$ cat src/rtl/spi_pkg.sv
// rtl/spi_pkg.sv - shared state type and length decode for the SPI transmit shifter
package spi_pkg;

  typedef enum logic {
    IDLE  = 1'b0,
    SHIFT = 1'b1
  } spi_tx_state_e;

  // A zero length field encodes a full-width character.
  function automatic int unsigned spi_eff_len(input int unsigned len, input int unsigned data_w);
    return (len == 0) ? data_w : len;
  endfunction

endpackage

$ cat src/rtl/dff.sv
// rtl/dff.sv - resettable D flip-flop cell with configurable reset value
module dff #(
  parameter int               WIDTH       = 1,
  parameter logic [WIDTH-1:0] RESET_VALUE = '0
) (
  input  logic             clk_i,
  input  logic             rst_ni,
  input  logic [WIDTH-1:0] d_i,
  output logic [WIDTH-1:0] q_o
);

  always_ff @(posedge clk_i or negedge rst_ni) begin
    if (!rst_ni) q_o <= RESET_VALUE;
    else         q_o <= d_i;
  end

endmodule

$ cat src/rtl/spi_bit_cnt.sv
// rtl/spi_bit_cnt.sv - remaining-bits counter for the SPI transmit shifter
module spi_bit_cnt #(
  parameter int CNT_W = 5
) (
  input  logic             clk_i,
  input  logic             rst_ni,
  input  logic             load_i,
  input  logic [CNT_W-1:0] load_val_i,
  input  logic             dec_i,
  output logic             last_o
);

  // Holds remaining-1 so a full DATA_W-bit character still fits in CNT_W bits.
  logic [CNT_W-1:0] cnt_q, cnt_d;

  always_comb begin
    cnt_d = cnt_q;
    if (load_i)                      cnt_d = load_val_i;
    else if (dec_i && (cnt_q != '0)) cnt_d = cnt_q - CNT_W'(1);
  end

  always_ff @(posedge clk_i or negedge rst_ni) begin
    if (!rst_ni) cnt_q <= '0;
    else         cnt_q <= cnt_d;
  end

  assign last_o = (cnt_q == '0);

endmodule

$ cat src/rtl/spi_tx_shifter.sv
// rtl/spi_tx_shifter.sv - SPI MOSI character serialiser with IDLE/SHIFT control
module spi_tx_shifter
  import spi_pkg::*;
#(
  parameter int   DATA_W    = 32,
  parameter int   CNT_W     = $clog2(DATA_W),
  parameter logic IDLE_VAL  = 1'b1,
  parameter bit   HOLD_LAST = 1'b1
) (
  input  logic              pclk,
  input  logic              presetn,
  input  logic              load_valid,
  output logic              load_ready,
  input  logic [DATA_W-1:0] load_data,
  input  logic [CNT_W-1:0]  char_len,
  input  logic              lsb,
  input  logic              shift_en,
  input  logic              abort,
  output logic              mosi_pad_o,
  output logic              busy,
  output logic              done
);

  localparam int LEN_W = CNT_W + 1;

  spi_tx_state_e     state_q, state_d;
  logic [DATA_W-1:0] sr_q, sr_d;
  logic              lsb_q, lsb_d;
  logic              mosi_d;
  logic              cnt_load, cnt_dec, cnt_last;
  logic [LEN_W-1:0]  len_eff, pad_bits;
  logic [CNT_W-1:0]  cnt_init;
  logic [DATA_W-1:0] aligned;
  logic              accept;

  assign len_eff  = LEN_W'(spi_eff_len(32'(char_len), DATA_W));
  assign cnt_init = CNT_W'(len_eff - LEN_W'(1));
  assign pad_bits = LEN_W'(DATA_W) - len_eff;
  // MSB-first characters are left-aligned so the send bit is always sr[DATA_W-1].
  assign aligned  = lsb ? load_data : (load_data << pad_bits);

  assign load_ready = (state_q == IDLE) && !abort;
  assign busy       = (state_q == SHIFT);
  assign accept     = load_valid && load_ready;

  always_comb begin
    state_d  = state_q;
    sr_d     = sr_q;
    lsb_d    = lsb_q;
    mosi_d   = mosi_pad_o;
    cnt_load = 1'b0;
    cnt_dec  = 1'b0;
    done     = 1'b0;
    case (state_q)
      IDLE: begin
        if (!HOLD_LAST) mosi_d = IDLE_VAL;
        if (accept) begin
          state_d  = SHIFT;
          sr_d     = aligned;
          lsb_d    = lsb;
          mosi_d   = lsb ? aligned[0] : aligned[DATA_W-1];
          cnt_load = 1'b1;
        end
      end
      SHIFT: begin
        if (abort) begin
          state_d = IDLE;
          mosi_d  = IDLE_VAL;
        end else if (shift_en) begin
          if (cnt_last) begin
            state_d = IDLE;
            done    = 1'b1;
            if (!HOLD_LAST) mosi_d = IDLE_VAL;
          end else begin
            cnt_dec = 1'b1;
            sr_d    = lsb_q ? (sr_q >> 1) : (sr_q << 1);
            mosi_d  = lsb_q ? sr_q[1] : sr_q[DATA_W-2];
          end
        end
      end
      default: state_d = IDLE;
    endcase
  end

  always_ff @(posedge pclk or negedge presetn) begin
    if (!presetn) begin
      state_q <= IDLE;
      sr_q    <= '0;
      lsb_q   <= 1'b0;
    end else begin
      state_q <= state_d;
      sr_q    <= sr_d;
      lsb_q   <= lsb_d;
    end
  end

  spi_bit_cnt #(.CNT_W(CNT_W)) u_bit_cnt (
    .clk_i      (pclk),
    .rst_ni     (presetn),
    .load_i     (cnt_load),
    .load_val_i (cnt_init),
    .dec_i      (cnt_dec),
    .last_o     (cnt_last)
  );

  dff #(.WIDTH(1), .RESET_VALUE(IDLE_VAL)) u_mosi_ff (
    .clk_i  (pclk),
    .rst_ni (presetn),
    .d_i    (mosi_d),
    .q_o    (mosi_pad_o)
  );

endmodule

$ cat config.mk
export PLATFORM = sky130hd
export DESIGN_NAME = spi_tx_shifter
export DESIGN_NICKNAME = d
export VERILOG_FILES = /design/src/rtl/spi_pkg.sv /design/src/rtl/dff.sv /design/src/rtl/spi_bit_cnt.sv /design/src/rtl/spi_tx_shifter.sv
export SDC_FILE = /design/constraint.sdc
export NUM_CORES = 1
export LEC_CHECK = 0
export ABC_AREA = 1
export CAP_MARGIN = 10
export CORE_UTILIZATION = 35
export DETAILED_ROUTE_END_ITERATION = 10
export PLACE_DENSITY = 0.62
export SETUP_SLACK_MARGIN = 0.3
export SYNTH_ARGS = -nofsm -noshare
export SYNTH_HDL_FRONTEND = slang
export SYNTH_SLANG_ARGS = --single-unit
$ cat constraint.sdc
create_clock -name pclk -period 2.6 [get_ports pclk]
set_input_delay 0.52 -clock pclk [delete_from_list [all_inputs] [get_ports pclk]]
set_output_delay 0.52 -clock pclk [all_outputs]
set_load 0.03 [all_outputs]
==> results of run 1 <==
## stage by stage
step / worst slack, ps / area, um2
floorplan: 442 / 4360
global placement: -13.2 / 4980
detailed placement: -43.0 / 4980
CTS: 332 / 5150
global route: 306 / 5340
finish: 430 / 5340
## worst max-delay path by stage
stage / startpoint / to / slack, ps / cells after the start
2_1_floorplan: char_len[0] / sr_q[31] / 440 / 13
5_1_grt: busy / done / 310 / 6
6_report: busy / done / 430 / 6
3_5_place_dp: char_len[0] / u_mosi_ff.q_o / -40 / 12
3_3_place_gp: char_len[0] / sr_q[31] / -10 / 12
4_1_cts: char_len[0] / u_mosi_ff.q_o / 330 / 12
## sequential cells by signal, indices dropped and copies added (netlist names)
register         cells
sr_q                32
u_mosi_ff.q_o        1
lsb_q                1
busy                 1
u_bit_cnt.cnt_q      5
## power groups by stage
stage	clock (mW)	combinational (mW)	sequential, mW
after global placement	0	1.55	1.05
after CTS	0.639	1.58	1.06
after floorplan	0	1.13	1.03
final	0.631	1.65	1.07
after detailed placement	0	1.57	1.07
after global routing	0.660	1.85	1.09
## cells by family after synthesis
| logic type | count (synthesis) | share of synthesized area |
|---|---|---|
| AND/OR/NAND/NOR | 507 | 0.515 |
| AO/OA/AOI/OAI | 112 | 0.141 |
| buffers and inverters | 84 | 0.105 |
| flip-flops | 40 | 0.230 |
| XOR/XNOR | 2 | 0.00402 |
| adder cells (fa/ha/maj) | 2 | 0.00574 |
## worst max-delay path, stage by stage, from the launching register on
cell and delay (ps):
dfrtp_1 380, buf_4 350, inv_2 70, nor2_2 130, inv_2 70, nor3_1 180, buf_4 190
## cells in the mapped netlist, types with 2 or more instances
cell type  instances
nor2_2             3
a21oi_1           47
o21ai_2            2
buf_1              3
o21ai_1           17
nand2_2            9
nand2_1          207
nand3_1          187
nand3_2            3
ha_1               2
buf_6             10
inv_1             23
a22oi_1            5
inv_2              6
nor2_1            87
dfrtp_1           39
o21ai_0           33
buf_4             10
a22oi_2            2
clkbuf_1          11
a31oi_1            2
xnor2_1            2
buf_2             18
inv_4              2
nor3_1             4
nor2_4             3
## area by class of cell
class	instances	area share
Clock buffer	8	0.0274
Inverter	32	0.0234
Multi-Input combinational cell	623	0.566
Sequential cell	40	0.188
Tap cell	168	0.0394
Timing Repair Buffer	77	0.156
## per-layer routing
metal | GRT usage | vias up | wire, um
li1 | - | 2564 | -
met1 | 0.364 | 2461 | 7450
met2 | 0.392 | 200 | 7260
met3 | 0.0202 | 24 | 888
met4 | 0.0895 | 0 | 418
met5 | 0 | - | 0
## timing repair
action / 4_1_cts / 5_1_grt
endpoints found under the setup margin: 5 / 27
gates resized for setup: 5 / 31
pin swaps: 0 / 7
cloned: 0 / 3
endpoints found under the hold margin: 0 / 0
setup buffers: 0 / 1
==> metrics.md, run 1 <==
| Metric | Value |
|---|---|
| Clk buf depth | `2` |
| Vias | `5249` |
| Area contributors post-synth | `dfrtp_1, nand3_1, nand2_1` |
| Htree depth | `2` |
| Clock Tree Root | `clkbuf_16` |
| Yosys top cell by area | `dfrtp_1` |
| Peak supply drop | `292 uV` |
| Clock power frac | `0.188` |
| GRT Util Overall | `0.252` |
| Reg clk slew, reported paths | `approximately 60 ps` |
| Vias/cell | `about 5.5` |
| Total power | `~3.4 mW` |
| Critical setup path kind | `reg -> out` |
| Fin crit share | `0.835` |
| Commonest non-fill, non-tap cells in the layout | `nand2_1, nand3_1, nor2_1` |
| Ratio of cells with drive above 1 in the final layout | `0.124` |
| Later-pin clock latency in the skew report | `about 280 ps` |
| Post-DRT Antenna Nets | `0` |
| Die height | `about 110 um` |
| Mapped Area | `4360 um2` |
| HP Class | `in -> async` |
| Most common cell after layout, fill and taps aside | `nand2_1` |
| Synth Net Count | `approximately 790` |
| Initial DRT Pass Iterations | `5` |
| Flops & latches, synth | `40` |
| IO buf count | `between 40 and 50` |
| Post-synthesis sequential area ratio | `0.230` |
| Starting density of the core | `0.361` |
| Congestion Overflow GR | `0` |
| CP Capture Type | `output pin` |
| Reg2reg start | `busy` |
| Minimum clock period | `about 2200 ps` |
| CTS Buf Count | `5` |
| IO Pins | `47` |
| Diode count | `0` |
| Routed wire length | `roughly 16 mm` |
| Multi-input logic area | `3020 um2` |
| Placer Congestion | `between 0.9 and 1` |
| # rows | `40` |
| Hold slack | `between 300 and 400 ps` |
| Reg2Reg Setup Slack | `~630 ps` |
| P&R area growth vs syn | `22.6%` |
| Status | `complete, no violations` |
| Total die area | `12900 um2` |
| Sequential Area | `1000 um2` |
| Worst slew pin tran | `932 ps` |
| Worst slew margin | `0.379` |
| Sw frac | `0.436` |
| Flop pwr share | `0.318` |
| RSZ-0062 raised after global routing | `no` |
| Placed instance count | `about 940` |
| Largest net degree at the start of global routing | `41` |
| WL/cell | `16.9 um` |
| Dpl hpwl | `approximately 12 mm` |
| Reg2Reg Depth | `9` |
| Number of global-route vias before repair | `4814` |
| Setup TNS | `0 ps` |
| Setup violators final | `0` |
| # Max-Cap Violations | `0` |
| Hold buffers post-CTS | `0` |
| CTS Sinks | `40` |
| Switching pwr | `between 1 and 1.5 mW` |
| TritonCTS clock tree | `done` |
| Leak | `between 2 and 2.5 nW` |
| Asr flop ratio synth | `1.00` |
| Core box area | `roughly 12000 um2` |
| Initial antenna violation count | `0` |
| Starting DRT DRC Count | `between 400 and 500` |
| Synth unique cells | `36` |
| Req. time, crit path | `roughly 2100 ps` |
| Die Wd | `114 um` |
| Final Slew Violations | `0` |
| Final hold viol count | `0` |
| Combinational Power Share | `0.494` |
| Synthesis Warnings | `0` |
| Pwr/cell area | `628 nW/um2` |
| Synthesized area per cell | `5.83 um2` |
| Reg2reg end | `sr_q[2]` |
| Syn Inst Count | `747` |
| Highest clock rate | `about 460 MHz` |
| Final std cells w/o fill | `between 900 and 1000` |
| Crit Path Max Fanout | `32` |
| Prevailing post-synth register cell | `dfrtp_1` |
| EDFF count, synth | `0` |
| Internal Pwr Total | `about 1.9 mW` |
| First-pass GRT wire length | `around 25 mm` |
| Crit start category | `flip-flop` |
| Final Util | `0.443` |
| CP Data Arrival Time | `between 1500 and 2000 ps` |
| Setup Skew | `3.63 ps` |
| Layout fillers | `roughly 1300` |
| Net count reported at finish | `around 820` |
| Post-synth top area share | `0.224` |
| Drt drc | `0` |
Power figures use the tool's default switching activity.
==> run 2, diff against run 1 <==
==> constraint.sdc (replaced) <==
create_clock -name pclk -period 2 [get_ports pclk]
set_input_delay 0.4 -clock pclk [delete_from_list [all_inputs] [get_ports pclk]]
set_output_delay 0.4 -clock pclk [all_outputs]
set_load 0.03 [all_outputs]
==> run 2 against run 1 <==
Against the previous run:
- largest power group unchanged
- critical endpoint is now sr_q[26]
- sequential power rose by 31%
- count of clock-buffer cells in the layout down 3
- first-iteration DRC count fell by 5.6%
- largest cell class unchanged
- worst setup slack got worse by 190 ps
- critical path depth is 4 higher
- worst hold slack lost 380 ps
- clock skew increased by 6.6 ps
- the flow now finishes with violations (hold timing)
- total power up 49%
- critical path type is now reg -> reg
- highest routed layer unchanged
==> metrics.md, run 2 (synthesis results as in run 1) <==
| Metric | Value |
|---|---|
| Status | `finished, violations left` |
| Failing checks | `hold timing` |
| Later-pin clock latency in the skew report | `290 ps (about the same)` |
| Fin crit share | `0.882` |
| RSZ-0062 raised after global routing | `yes` |
| Sw frac | `0.428 (-0.00760)` |
| Number of global-route vias before repair | `5287 (+9.8%)` |
| Minimum clock period | `1760 ps` |
| Met3 wire length | `990 um (+11%)` |
| Sequential Area | `1000 um2 (+0.12%)` |
| GRT Util Overall | `0.266 (+0.0138)` |
| Starting density of the core | `0.361 (unchanged)` |
| Worst slew pin tran | `386 ps (-546 ps)` |
| Die height | `114 um (unchanged)` |
| Top flop regs | `sr_q x32, u_bit_cnt.cnt_q x5` |
| Clk buf depth | `2 (unchanged)` |
| CP Data Arrival Time | `1940 ps (+290 ps)` |
| Layout fillers | `1192 (-9.2%)` |
| # rows | `40 (unchanged)` |
| WL/cell | `17.4 um (+3.2%)` |
| Highest clock rate | `567 MHz` |
| HP Class | `in -> async` |
| Switching pwr | `2.14 mW (+46%)` |
| Clock Tree Root | `clkbuf_16` |
| Worst slew margin | `0.743 (+0.364)` |
| Post-DRT Antenna Nets | `0 (unchanged)` |
| Placer Congestion | `0.920 (+1.5%)` |
| Net count reported at finish | `877 (+6.4%)` |
| Htree depth | `2 (unchanged)` |
| Leak | `3.02 nW (+22%)` |
| P&R area growth vs syn | `52.0%` |
| IO buf count | `46 (unchanged)` |
| Req. time, crit path | `2170 ps (+90 ps)` |
| Ratio of cells with drive above 1 in the final layout | `0.339 (+0.214)` |
| Final hold viol count | `5 (+5)` |
| CTS Sinks | `40 (unchanged)` |
| Reg clk slew, reported paths | `70 ps (about the same)` |
| IO Pins | `47 (unchanged)` |
| Starting DRT DRC Count | `458 (-5.6%)` |
| Most common cell after layout, fill and taps aside | `nand2_1` |
| Diode count | `0 (unchanged)` |
| Die Wd | `114 um (unchanged)` |
| Final Slew Violations | `0 (unchanged)` |
| TritonCTS clock tree | `done` |
| Top layer in use | `met4` |
| Final Util | `0.549 (+0.106)` |
| # Max-Cap Violations | `0 (unchanged)` |
| Placed Area | `5520 um2 (+11%)` |
| Largest net degree at the start of global routing | `35 (-15%)` |
| Internal Pwr Total | `2.85 mW (+51%)` |
| Drt drc | `0 (unchanged)` |
| Reg with most FFs | `sr_q` |
| Commonest non-fill, non-tap cells in the layout | `nand2_1, nand3_1, nor2_1` |
| Flop pwr share | `0.280 (-0.038)` |
| Routed wire length | `17.5 mm (+9.0%)` |
| Pwr/cell area | `753 nW/um2 (+20%)` |
| CTS Buf Count | `5 (unchanged)` |
| Number of flip-flops in the largest register | `32 (unchanged)` |
| Congestion Overflow GR | `0 (unchanged)` |
| Wire length on met1 | `7.55 mm (+1.4%)` |
| Peak supply drop | `398 uV (+36%)` |
| Dpl hpwl | `12.4 mm (+3.8%)` |
| Met2 WL | `8.36 mm (+15%)` |
| First-pass GRT wire length | `26.9 mm (+5.7%)` |
| Setup violators final | `0 (unchanged)` |
| Multi-input logic area | `3680 um2 (+22%)` |
| Post-layout instance area | `6630 um2 (+24%)` |
| Total die area | `12900 um2 (unchanged)` |
| Crit start category | `flip-flop` |
| Vias | `5655 (+7.7%)` |
| Vias/cell | `5.65 (+2.0%)` |
| Initial antenna violation count | `0 (unchanged)` |
| Core box area | `12100 um2 (unchanged)` |
| Crit Path Max Fanout | `16 (-50%)` |
| Combinational Power Share | `0.537 (+0.043)` |
| Hold buffers post-CTS | `0 (unchanged)` |
| Critical setup path kind | `reg -> reg` |
| CP Capture Type | `flip-flop` |
| Total power | `4.99 mW (+49%)` |
| Setup Skew | `10.3 ps (+6.65 ps)` |
| Hold slack | `-2.64 ps (-379 ps)` |
| Clock power frac | `0.184 (-0.004)` |
| Initial DRT Pass Iterations | `5 (unchanged)` |
-- run 2: cell count changes in the layout (fill, tap and decap cells not counted), moves of 14 or more --
cell / before / now
nand2_2: 12 / 28
nand3_1: 175 / 107
buf_4: 18 / 55
a21oi_2: 2 / 16
nand3_2: 14 / 72
a21oi_1: 45 / 31
nand2_1: 202 / 178
-- run 2: worst max-delay path, stage by stage, from the launching register on --
cell	delay, ps
dfrtp_1	390
nor3_2	210
nand3_2	140
buf_4	160
nand2_2	80
nor2_4	50
nor2_8	190
inv_6	80
buf_12	160
nor2_1	130
a21oi_2	50
-- run 2: layer usage --
metal / vias to the layer above / track usage
met3: 37 / 0.0239
met4: 0 / 0.0965
met2: 206 / 0.435
met1: 2731 / 0.364
met5: - / 0
li1: 2681 / -
-- run 2: final cells by class --
class | instances | area share
clock inverters | 3 | 0.00642
well taps | 168 | 0.0317
repair buffers | 130 | 0.215
inverters | 32 | 0.0204
multi-input cells | 623 | 0.556
clock buffers | 5 | 0.0189
flip-flops and latches | 40 | 0.151
-- run 2: power by group through the flow --
stage	registers [mW]	clock network [mW]	logic, mW
after global placement	1.38	0	2.19
after global routing	1.43	0.962	2.94
after CTS	1.38	0.930	2.40
after floorplan	1.34	0	1.55
after detailed placement	1.39	0	2.23
final	1.40	0.916	2.68
-- run 2: worst paths after layout --
kind | end | slack, ps | cells past startpoint | from
setup reg to reg | sr_q[26] | 240 | 10 | u_bit_cnt.cnt_q[4]
setup / recovery | sr_q[26] | 240 | 10 | u_bit_cnt.cnt_q[4]
max in group asynchronous | u_mosi_ff.q_o | 1390 | 2 | presetn
hold reg to reg | u_mosi_ff.q_o | 470 | 2 | u_mosi_ff.q_o
hold / removal | u_bit_cnt.cnt_q[2] | -3 | 1 | presetn
min in group pclk | u_mosi_ff.q_o | 470 | 2 | u_mosi_ff.q_o
-- run 2: timing repair --
item	in CTS	in global routing
gates cloned	4	1
gates resized for setup	84	107
setup buffers	11	1
setup endpoints to repair	40	34
pin swaps	29	53
-- run 2: metrics by stage --
step / instances / setup WS, ps / TNS [ps]
after floorplan: 747 / 210 / 0
after global placement: 976 / -546 / -13810
after detailed placement: 976 / -567 / -14760
after CTS: 999 / 233 / 0
after global routing: 1001 / 157 / 0
final: 1001 / 235 / 0
==> run 3, diff against run 2 <==
--- a/config.mk
+++ b/config.mk
@@ -8,9 +8,12 @@
 export ABC_AREA = 1
 export CAP_MARGIN = 10
 export CORE_UTILIZATION = 35
+export CTS_BUF_LIST = sky130_fd_sc_hd__clkbuf_4 sky130_fd_sc_hd__clkbuf_8
+export CTS_CLUSTER_SIZE = 40
 export DETAILED_ROUTE_END_ITERATION = 10
 export PLACE_DENSITY = 0.62
 export SETUP_SLACK_MARGIN = 0.3
+export SKIP_CTS_REPAIR_TIMING = 1
 export SYNTH_ARGS = -nofsm -noshare
 export SYNTH_HDL_FRONTEND = slang
 export SYNTH_SLANG_ARGS = --single-unit
==> run 3 against run 2 <==
Against the previous run:
- the flow now finishes without violations
- core utilization decreased by 2.2 points
- maximum frequency decreased by 0.67%
- cell count increased by 0.40%
- combinational power decreased by 5%
- flip-flop and latch count unchanged
- register-to-register slack improved by 50 ps
- count of clock-buffer cells in the layout unchanged
- worst hold slack improved by 480 ps
- sequential power about the same
- clock skew increased by 5.2 ps
- critical path type is now reg -> out
- largest cell class unchanged
==> metrics.md, run 3 (synthesis results as in run 1) <==
| Metric | Value |
|---|---|
| Status | `complete, no violations` |
| CP Data Arrival Time | `1380 ps (-560 ps)` |
| Die height | `114 um (unchanged)` |
| Vias/cell | `5.58 (-1.3%)` |
| CTS Sinks | `40 (unchanged)` |
| Worst slew pin tran | `392 ps (+6.87 ps)` |
| Setup Skew | `15.5 ps (+5.24 ps)` |
| HP Class | `reg -> reg` |
| Leak | `3.00 nW (-0.55%)` |
| # Max-Cap Violations | `0 (unchanged)` |
| IO buf count | `46 (unchanged)` |
| Buf/Inv on CP | `1 (-2)` |
| Reg2reg end | `sr_q[5]` |
| Pre-CTS setup slack | `-567 ps (unchanged)` |
| Pwr/cell area | `725 nW/um2 (-3.8%)` |
| Flop pwr share | `0.300 (+0.020)` |
| Commonest non-fill, non-tap cells in the layout | `nand2_1, nand3_1, nor2_1` |
| Core box area | `12100 um2 (unchanged)` |
| Final std cells w/o fill | `1005 (+0.40%)` |
| Critical Path End | `done` |
| Max incr delay on CP | `400 ps (about the same)` |
| Post-layout instance area | `6360 um2 (-4.0%)` |
| Routed wire length | `17.2 mm (-1.7%)` |
| Initial antenna violation count | `0 (unchanged)` |
| Final Slew Violations | `0 (unchanged)` |
| Setup TNS | `0 ps (unchanged)` |
| Highest clock rate | `563 MHz (-0.67%)` |
| Internal Pwr Total | `2.58 mW (-9.6%)` |
| WL/cell | `17.1 um (-2.1%)` |
| Req. time, crit path | `1600 ps (-570 ps)` |
| Reg with most FFs | `sr_q` |
| Setup WS post-layout | `223 ps (-11.9 ps)` |
| Placed Area | `5520 um2 (unchanged)` |
| Initial DRT Pass Iterations | `8 (+3)` |
| Diode count | `0 (unchanged)` |
| Fin crit share | `0.888 (+0.00596)` |
| CP Capture Type | `output pin` |
| Peak supply drop | `300 uV (-25%)` |
| Most common cell after layout, fill and taps aside | `nand2_1` |
| Minimum clock period | `1780 ps (+11.9 ps)` |
| IO Pins | `47 (unchanged)` |
| Crit start category | `flip-flop` |
| Setup violators final | `0 (unchanged)` |
| Post-DRT Antenna Nets | `0 (unchanged)` |
| Hold slack | `478 ps (+481 ps)` |
| HP Start | `u_mosi_ff.q_o` |
| Final Util | `0.527 (-0.0222)` |
| # rows | `40 (unchanged)` |
| Ratio of cells with drive above 1 in the final layout | `0.289 (-0.0494)` |
| Drt drc | `0 (unchanged)` |
| Clk buf depth | `2 (unchanged)` |
| Combinational Power Share | `0.553 (+0.016)` |
| Worst slew margin | `0.738 (-0.00458)` |
| WP depth | `4 (-6)` |
| Number of global-route vias before repair | `5107 (-3.4%)` |
| Htree depth | `2 (unchanged)` |
| Critical-path cell list | `nor3_2 > nand3_2 > nor3_2 > buf_4` |
| Crit path max-delay cell type | `dfrtp_1` |
| Crit path from | `u_bit_cnt.cnt_q[4]` |
| Total die area | `12900 um2 (unchanged)` |
| CTS Buf Count | `5 (unchanged)` |
| Clock Tree Root | `clkbuf_8` |
| Placed instance count | `976 (unchanged)` |
| GRT Util Overall | `0.252 (-0.0131)` |
| Dpl hpwl | `12.4 mm (unchanged)` |
| First-pass GRT wire length | `25.7 mm (-4.5%)` |
| Crit Path Max Fanout | `2 (-14)` |
| Crit path top cell by count | `nor3_2` |
| Switching pwr | `2.03 mW (-5.2%)` |
| Critical setup path kind | `reg -> out` |
| Reg2reg start | `u_bit_cnt.cnt_q[4]` |
| Starting DRT DRC Count | `452 (-1.3%)` |
| Vias | `5603 (-0.92%)` |
| Worst Hold Depth | `2` |
| P&R area growth vs syn | `45.9%` |
| Reg2Reg Depth | `9 (-1)` |
| Reg clk slew, reported paths | `90 ps (+20 ps)` |
| Placer Congestion | `0.920 (unchanged)` |
| Clock power frac | `0.148 (-0.036)` |
| Net count reported at finish | `881 (+0.46%)` |
| Later-pin clock latency in the skew report | `310 ps (+20 ps)` |
| Number of flip-flops in the largest register | `32 (unchanged)` |
| Reg2Reg Setup Slack | `290 ps (+50 ps)` |
| Total power | `4.61 mW (-7.7%)` |
| RSZ-0062 raised after global routing | `yes` |
| Final hold viol count | `0 (-5)` |
| TritonCTS clock tree | `done` |
| Congestion Overflow GR | `0 (unchanged)` |
| Delay-heaviest family, CP | `simple AND/OR/NAND/NOR gates` |
| Largest net degree at the start of global routing | `35 (unchanged)` |
| Die Wd | `114 um (unchanged)` |
| Starting density of the core | `0.361 (unchanged)` |
| Sw frac | `0.440 (+0.0116)` |
| Top flop regs | `sr_q x32, u_bit_cnt.cnt_q x5` |
## run 3: worst min-delay path by stage
stage                    endpoint  slack, ps
2_1_floorplan                busy        100
3_3_place_gp   u_bit_cnt.cnt_q[4]        310
3_5_place_dp   u_bit_cnt.cnt_q[3]        310
4_1_cts        u_bit_cnt.cnt_q[3]        -20
5_1_grt             u_mosi_ff.q_o        490
6_report            u_mosi_ff.q_o        480
## run 3: cell type report
type	instances	area (um2)
fill	1202	5700
multi-input combinational	623	3420
timing repair buffer	134	1470
sequential	40	1000
tap	168	210
inverter	32	135
clock buffer	5	68.8
clock inverter	3	42.5
## run 3: tightest hold or removal path: cells and delay by family (launching register included)
kind | cells | cell delay (ps)
AND/OR/NAND/NOR | 2 | 110
flip-flops | 1 | 380
## run 3: power groups by stage
stage	Clock (mW)	Sequential [mW]	Combinational, mW
2_1_floorplan	0	1.34	1.55
3_3_place_gp	0	1.38	2.19
3_5_place_dp	0	1.39	2.23
4_1_cts	0.688	1.37	2.24
5_1_grt	0.723	1.42	2.81
6_report	0.681	1.38	2.55
## run 3: metal layers
layer / track usage / up-vias / share of wire
li1: - / 2683 / -
met1: 0.338 / 2650 / 0.44
met2: 0.417 / 229 / 0.46
met3: 0.0340 / 41 / 0.067
met4: 0.0860 / 0 / 0.033
met5: 0 / - / 0
==> variant 1, RTL diff (config.mk and constraints of run 1) <==
The parameter `DATA_W` goes from 32 to 64.
--- a/src/rtl/spi_tx_shifter.sv
+++ b/src/rtl/spi_tx_shifter.sv
@@ -2,7 +2,7 @@
 module spi_tx_shifter
   import spi_pkg::*;
 #(
-  parameter int   DATA_W    = 32,
+  parameter int   DATA_W    = 64,
   parameter int   CNT_W     = $clog2(DATA_W),
   parameter logic IDLE_VAL  = 1'b1,
   parameter bit   HOLD_LAST = 1'b1
Interface: changed (resized char_len and load_data); port bits go from 47 to 80. The function was not compared with the original's and may differ.
==> variant 1 against run 1 <==
Register-to-register slack gained 0.05 ns. Clock skew grew 0.0060 ns. Area after synthesis grew 100%. Sequential cell count grew 33. Cell count grew 120%. Critical path depth grew 11. Synthesized cell count grew 120%. Total power grew 120%. Routed wire length grew to 2.6 times the old value. Clock power grew 100%. Cell area grew 150%. Worst setup slack lost 0.088 ns. First-iteration DRC count grew to 2.7 times the old value. Critical path type is now input pin to flip-flop. Largest power group unchanged.
==> variant 1: results (changes against run 1) <==
[routing]
dr.pass1.iters=7  ; +2
drt_iter0_markers=1297  ; +170%
dr_wl_met3_um=3370  ; +280%
wl_met2_um=18800  ; +160%

[place]
dpl-instance-area_um2=10900  ; +120%
place_congestion=0.970  ; +7.0%
port_buffers=79  ; +72%
dpl.hpwl_um=29700  ; +150%

[cells_and_area]
layout-drive-gt1-share_pct=28.2  ; +16 points
nets=1822  ; +120%
top_regs=sr_q x64, u_bit_cnt.cnt_q x6

[power]
p_int_uw=4000  ; +110%
static-leakage-power_uw=0.00609  ; +150%
ir_worst_vdd_mv=0.321  ; +10%

[cts]
htree_levels=3  ; +1
clk_latency_ns=0.34  ; +0.06 ns

[logic_synthesis]
synth_compound_area_share_pct=15.2  ; +1.1 points
syn_nets=1703  ; +120%
syn_inst=1625  ; +120%
synth_commonest_cells=495 x nand3_1, 345 x nand2_1, 211 x nor2_1, 121 x o21ai_0, 102 x a21oi_1
synth-xor-area-share_pct=0.594  ; +0.19 points

[timing]
skew_ns=0.00959  ; +0.00596 ns

[run_status]
status=complete, no violations

[global_route]
grt_pass1_vias=11400  ; +140%

[critical_path]
path_max_fanout=8  ; -75%

==> variant 1: changes by cell type after synthesis, sizes merged, moves of 3 or more <==
cell and delta:
a21oi +55, a22oi -3, buf +27, clkbuf +50, dfrtp +33, inv +58, nand2 +132, nand3 +306
nand4 +5, nor2 +119, o211ai +5, o21ai +74, o22ai +14, xnor2 +3
==> variant 1: repair_timing <==
action                                  CTS  global route
hold buffers                              0             0
endpoints found under the hold margin     0             0
setup buffers                            11             7
endpoints found under the setup margin   66            66
resized for setup                       201           190
gates cloned                              6             5
pin swaps                                35            38
==> variant 1: metal layers <==
metal  track usage, %  vias to the layer above
met5                0                        -
met4             17.1                        0
met3             4.60                      154
met2             49.6                      688
met1             40.5                     5774
li1                 -                     5754
==> variant 1: power groups by stage <==
stage               Sequential (µW)  Combinational [µW]  Clock (µW)
floorplan                      1880                2280           0
global placement               1970                3450           0
detailed placement             1980                3490           0
CTS                            1960                3770        1310
global route                   2040                4510        1360
finish                         1980                4140        1280
==> variant 1: path summary, 6_finish.rpt <==
kind	startpoint	to	slack, ns
min in group pclk	u_bit_cnt.cnt_q[3]	u_bit_cnt.cnt_q[3]	0.49
worst min-delay path	presetn	u_bit_cnt.cnt_q[4]	0.11
worst max-delay path	char_len[1]	sr_q[36]	0.34
max in group asynchronous	presetn	u_mosi_ff.q_o	1.84
worst min register to register	u_bit_cnt.cnt_q[3]	u_bit_cnt.cnt_q[3]	0.49
worst max register to register	u_bit_cnt.cnt_q[1]	sr_q[0]	0.68
==> variant 1: cell families after synthesis <==
logic type / Yosys count
flops: 73
fa+ha+maj: 2
simple gates: 1068
compound gates: 258
xor+xnor: 6
buf+inv: 218
==> variant 1: stage by stage <==
step           setup WS (ns)  instances
3_5_place_dp          -0.453       2028
2_1_floorplan          0.237       1625
3_3_place_gp          -0.424       2028
6_report               0.342       2073
5_1_grt                0.215       2073
4_1_cts                0.240       2061
==> variant 1: cell type report <==
cell class / count / area [µm²] / area share [%]
repair buffers: 237 / 2630 / 20.1
well taps: 324 / 405 / 3.10
clock buffers: 10 / 239 / 1.83
flip-flops and latches: 73 / 1830 / 14.0
clock inverters: 6 / 66.3 / 0.507
multi-input cells: 1334 / 7560 / 57.7
inverters: 89 / 362 / 2.76
==> variant 1: worst max-delay path, cell delays in order <==
cell and delay [ns]:
clkbuf_2 0.10, inv_2 0.04, ha_4 0.16, nand3_4 0.15, nand2_8 0.14, buf_12 0.18, buf_16 0.14, nand2_1 0.09
nand2_1 0.06, nand2_1 0.08, nand3_1 0.11, nand2_1 0.13, nand2_2 0.09, a21oi_2 0.15, o21ai_1 0.08, buf_4 0.15
a21oi_1 0.13
==> variant 2, RTL diff (config.mk and constraints of run 1) <==
Without the edit above. Make the reset (`presetn` and `rst_ni`) synchronous in 3 clocked blocks.
--- a/src/rtl/dff.sv
+++ b/src/rtl/dff.sv
@@ -9,7 +9,7 @@
   output logic [WIDTH-1:0] q_o
 );
 
-  always_ff @(posedge clk_i or negedge rst_ni) begin
+  always_ff @(posedge clk_i) begin
     if (!rst_ni) q_o <= RESET_VALUE;
     else         q_o <= d_i;
   end
--- a/src/rtl/spi_bit_cnt.sv
+++ b/src/rtl/spi_bit_cnt.sv
@@ -19,7 +19,7 @@
     else if (dec_i && (cnt_q != '0)) cnt_d = cnt_q - CNT_W'(1);
   end
 
-  always_ff @(posedge clk_i or negedge rst_ni) begin
+  always_ff @(posedge clk_i) begin
     if (!rst_ni) cnt_q <= '0;
     else         cnt_q <= cnt_d;
   end
--- a/src/rtl/spi_tx_shifter.sv
+++ b/src/rtl/spi_tx_shifter.sv
@@ -82,7 +82,7 @@
     endcase
   end
 
-  always_ff @(posedge pclk or negedge presetn) begin
+  always_ff @(posedge pclk) begin
     if (!presetn) begin
       state_q <= IDLE;
       sr_q    <= '0;
Behaviour: differs if presetn is asserted again (counterexample within 4 cycles, from zero or initial values and one cycle with presetn low); with presetn held inactive, the same outputs for 4 cycles.
==> variant 2 against run 1 <==
Routed wire length down 2.5%. Worst setup slack gained 0.032 ns. Cell area is 0.28% lower. Register-to-register slack improved by 0.21 ns. Sequential cell count stayed put. Non-clock buffer count increased by 6. Area after synthesis down 1.1%. Total power is 29% lower. Critical path type is now input pin to flip-flop. Critical endpoint is now u_bit_cnt.cnt_q[0]. Largest cell class unchanged. Highest routed layer unchanged.
==> variant 2: results (changes against run 1) <==
[run_status]
status=complete, no violations

[power]
static-leakage-power_uw=0.00241  ; -2.6%
power.density_nw_per_um2=444  ; -29%
ir_worst_vdd_mv=0.237  ; -19%

[logic_synthesis]
synthFlopType=dfxtp_1
synthArstFlopShare_pct=0  ; -100 points
synth_commonest_cells=193 x nand2_1, 183 x nand3_1, 99 x nor2_1, 70 x o21ai_0
ys_types=34  ; -5.6%
syn_inst=764  ; +2.3%

[place]
place_congestion=0.983  ; +8.3%
dp.cells=937  ; +0.11%
dpl.hpwl_um=11400  ; -4.7%
dpl-instance-area_um2=4960  ; -0.43%

[cells_and_area]
nets=844  ; +2.4%
buf_share_pct=16.2  ; +0.61 points
nMultiInputCombCells=644  ; +3.4%
n_fill_cell=1333  ; +1.5%
multi_input_area_um2=3230  ; +6.8%
seq_area_share_pct=15.0  ; -3.7 points
buffers=83  ; +7.8%
final-clk-cell-share_pct=2.75  ; +0.0077 points
final_cell_count_no_fill=947  ; -0.11%

[critical_path]
r2r-end=u_bit_cnt.cnt_q[0]
r2r_cells=7  ; -2
cpMaxStageDelayCell=clkdlybuf4s50_1
rr_startpoint=busy
cp-start-kind=input pin
critPathLaunch=abort
max_stage_delay_ns=0.46  ; +0.08 ns

[min_path]
min_path_type=flip-flop to flip-flop

[global_route]
grt_pass1_vias=4921  ; +2.2%
grt_pass1_wl_um=24900  ; -2.2%
grt_max_degree=39  ; -4.9%
grt_usage_pct=24.7  ; -0.50 points

[timing]
hold_slack_ns=0.491  ; +0.115 ns
worst_pin_slew_ns=0.577  ; -0.355 ns

[routing]
routed_wl_um=15600  ; -2.5%
drt_iter0_markers=457  ; -5.8%
vias=5298  ; +0.93%

## variant 2: cell types whose count changed after synthesis, moves of 6 or more
cell             run 1  this run
a21oi_1             47        40
a21oi_2              0        11
buf_2               18        24
clkbuf_1            11        17
dfrtp_1             39         0
dfxtp_1              0        40
nand2_1            207       193
nand2_2              9         3
nand3_2              3        11
nor2_1              87        99
o21ai_0             33        70
o21ai_1             17        10
## variant 2: routing by layer
metal  GRT usage, %  vias up  wire length (µm)
li1               -     2635                 -
met1           33.6     2404              7120
met2           38.6      220              6840
met3           3.96       39              1120
met4           10.4        0               541
met5              0        -                 0
## variant 2: kinds of logic (layout without fill, tap and decap cells)
group	after synthesis	count (layout)	synth area share, %
simple gates	500	500	52.2
compound gates	138	138	17.4
buf+inv	80	116	10.0
flops	40	40	18.6
xor+xnor	4	4	1.25
fa+ha+maj	2	2	0.580
## variant 2: power by group
group          internal, µW  switching (µW)  total [µW]
Combinational           388             642        1030
Clock                   383             248         631
Sequential              666            36.4         702
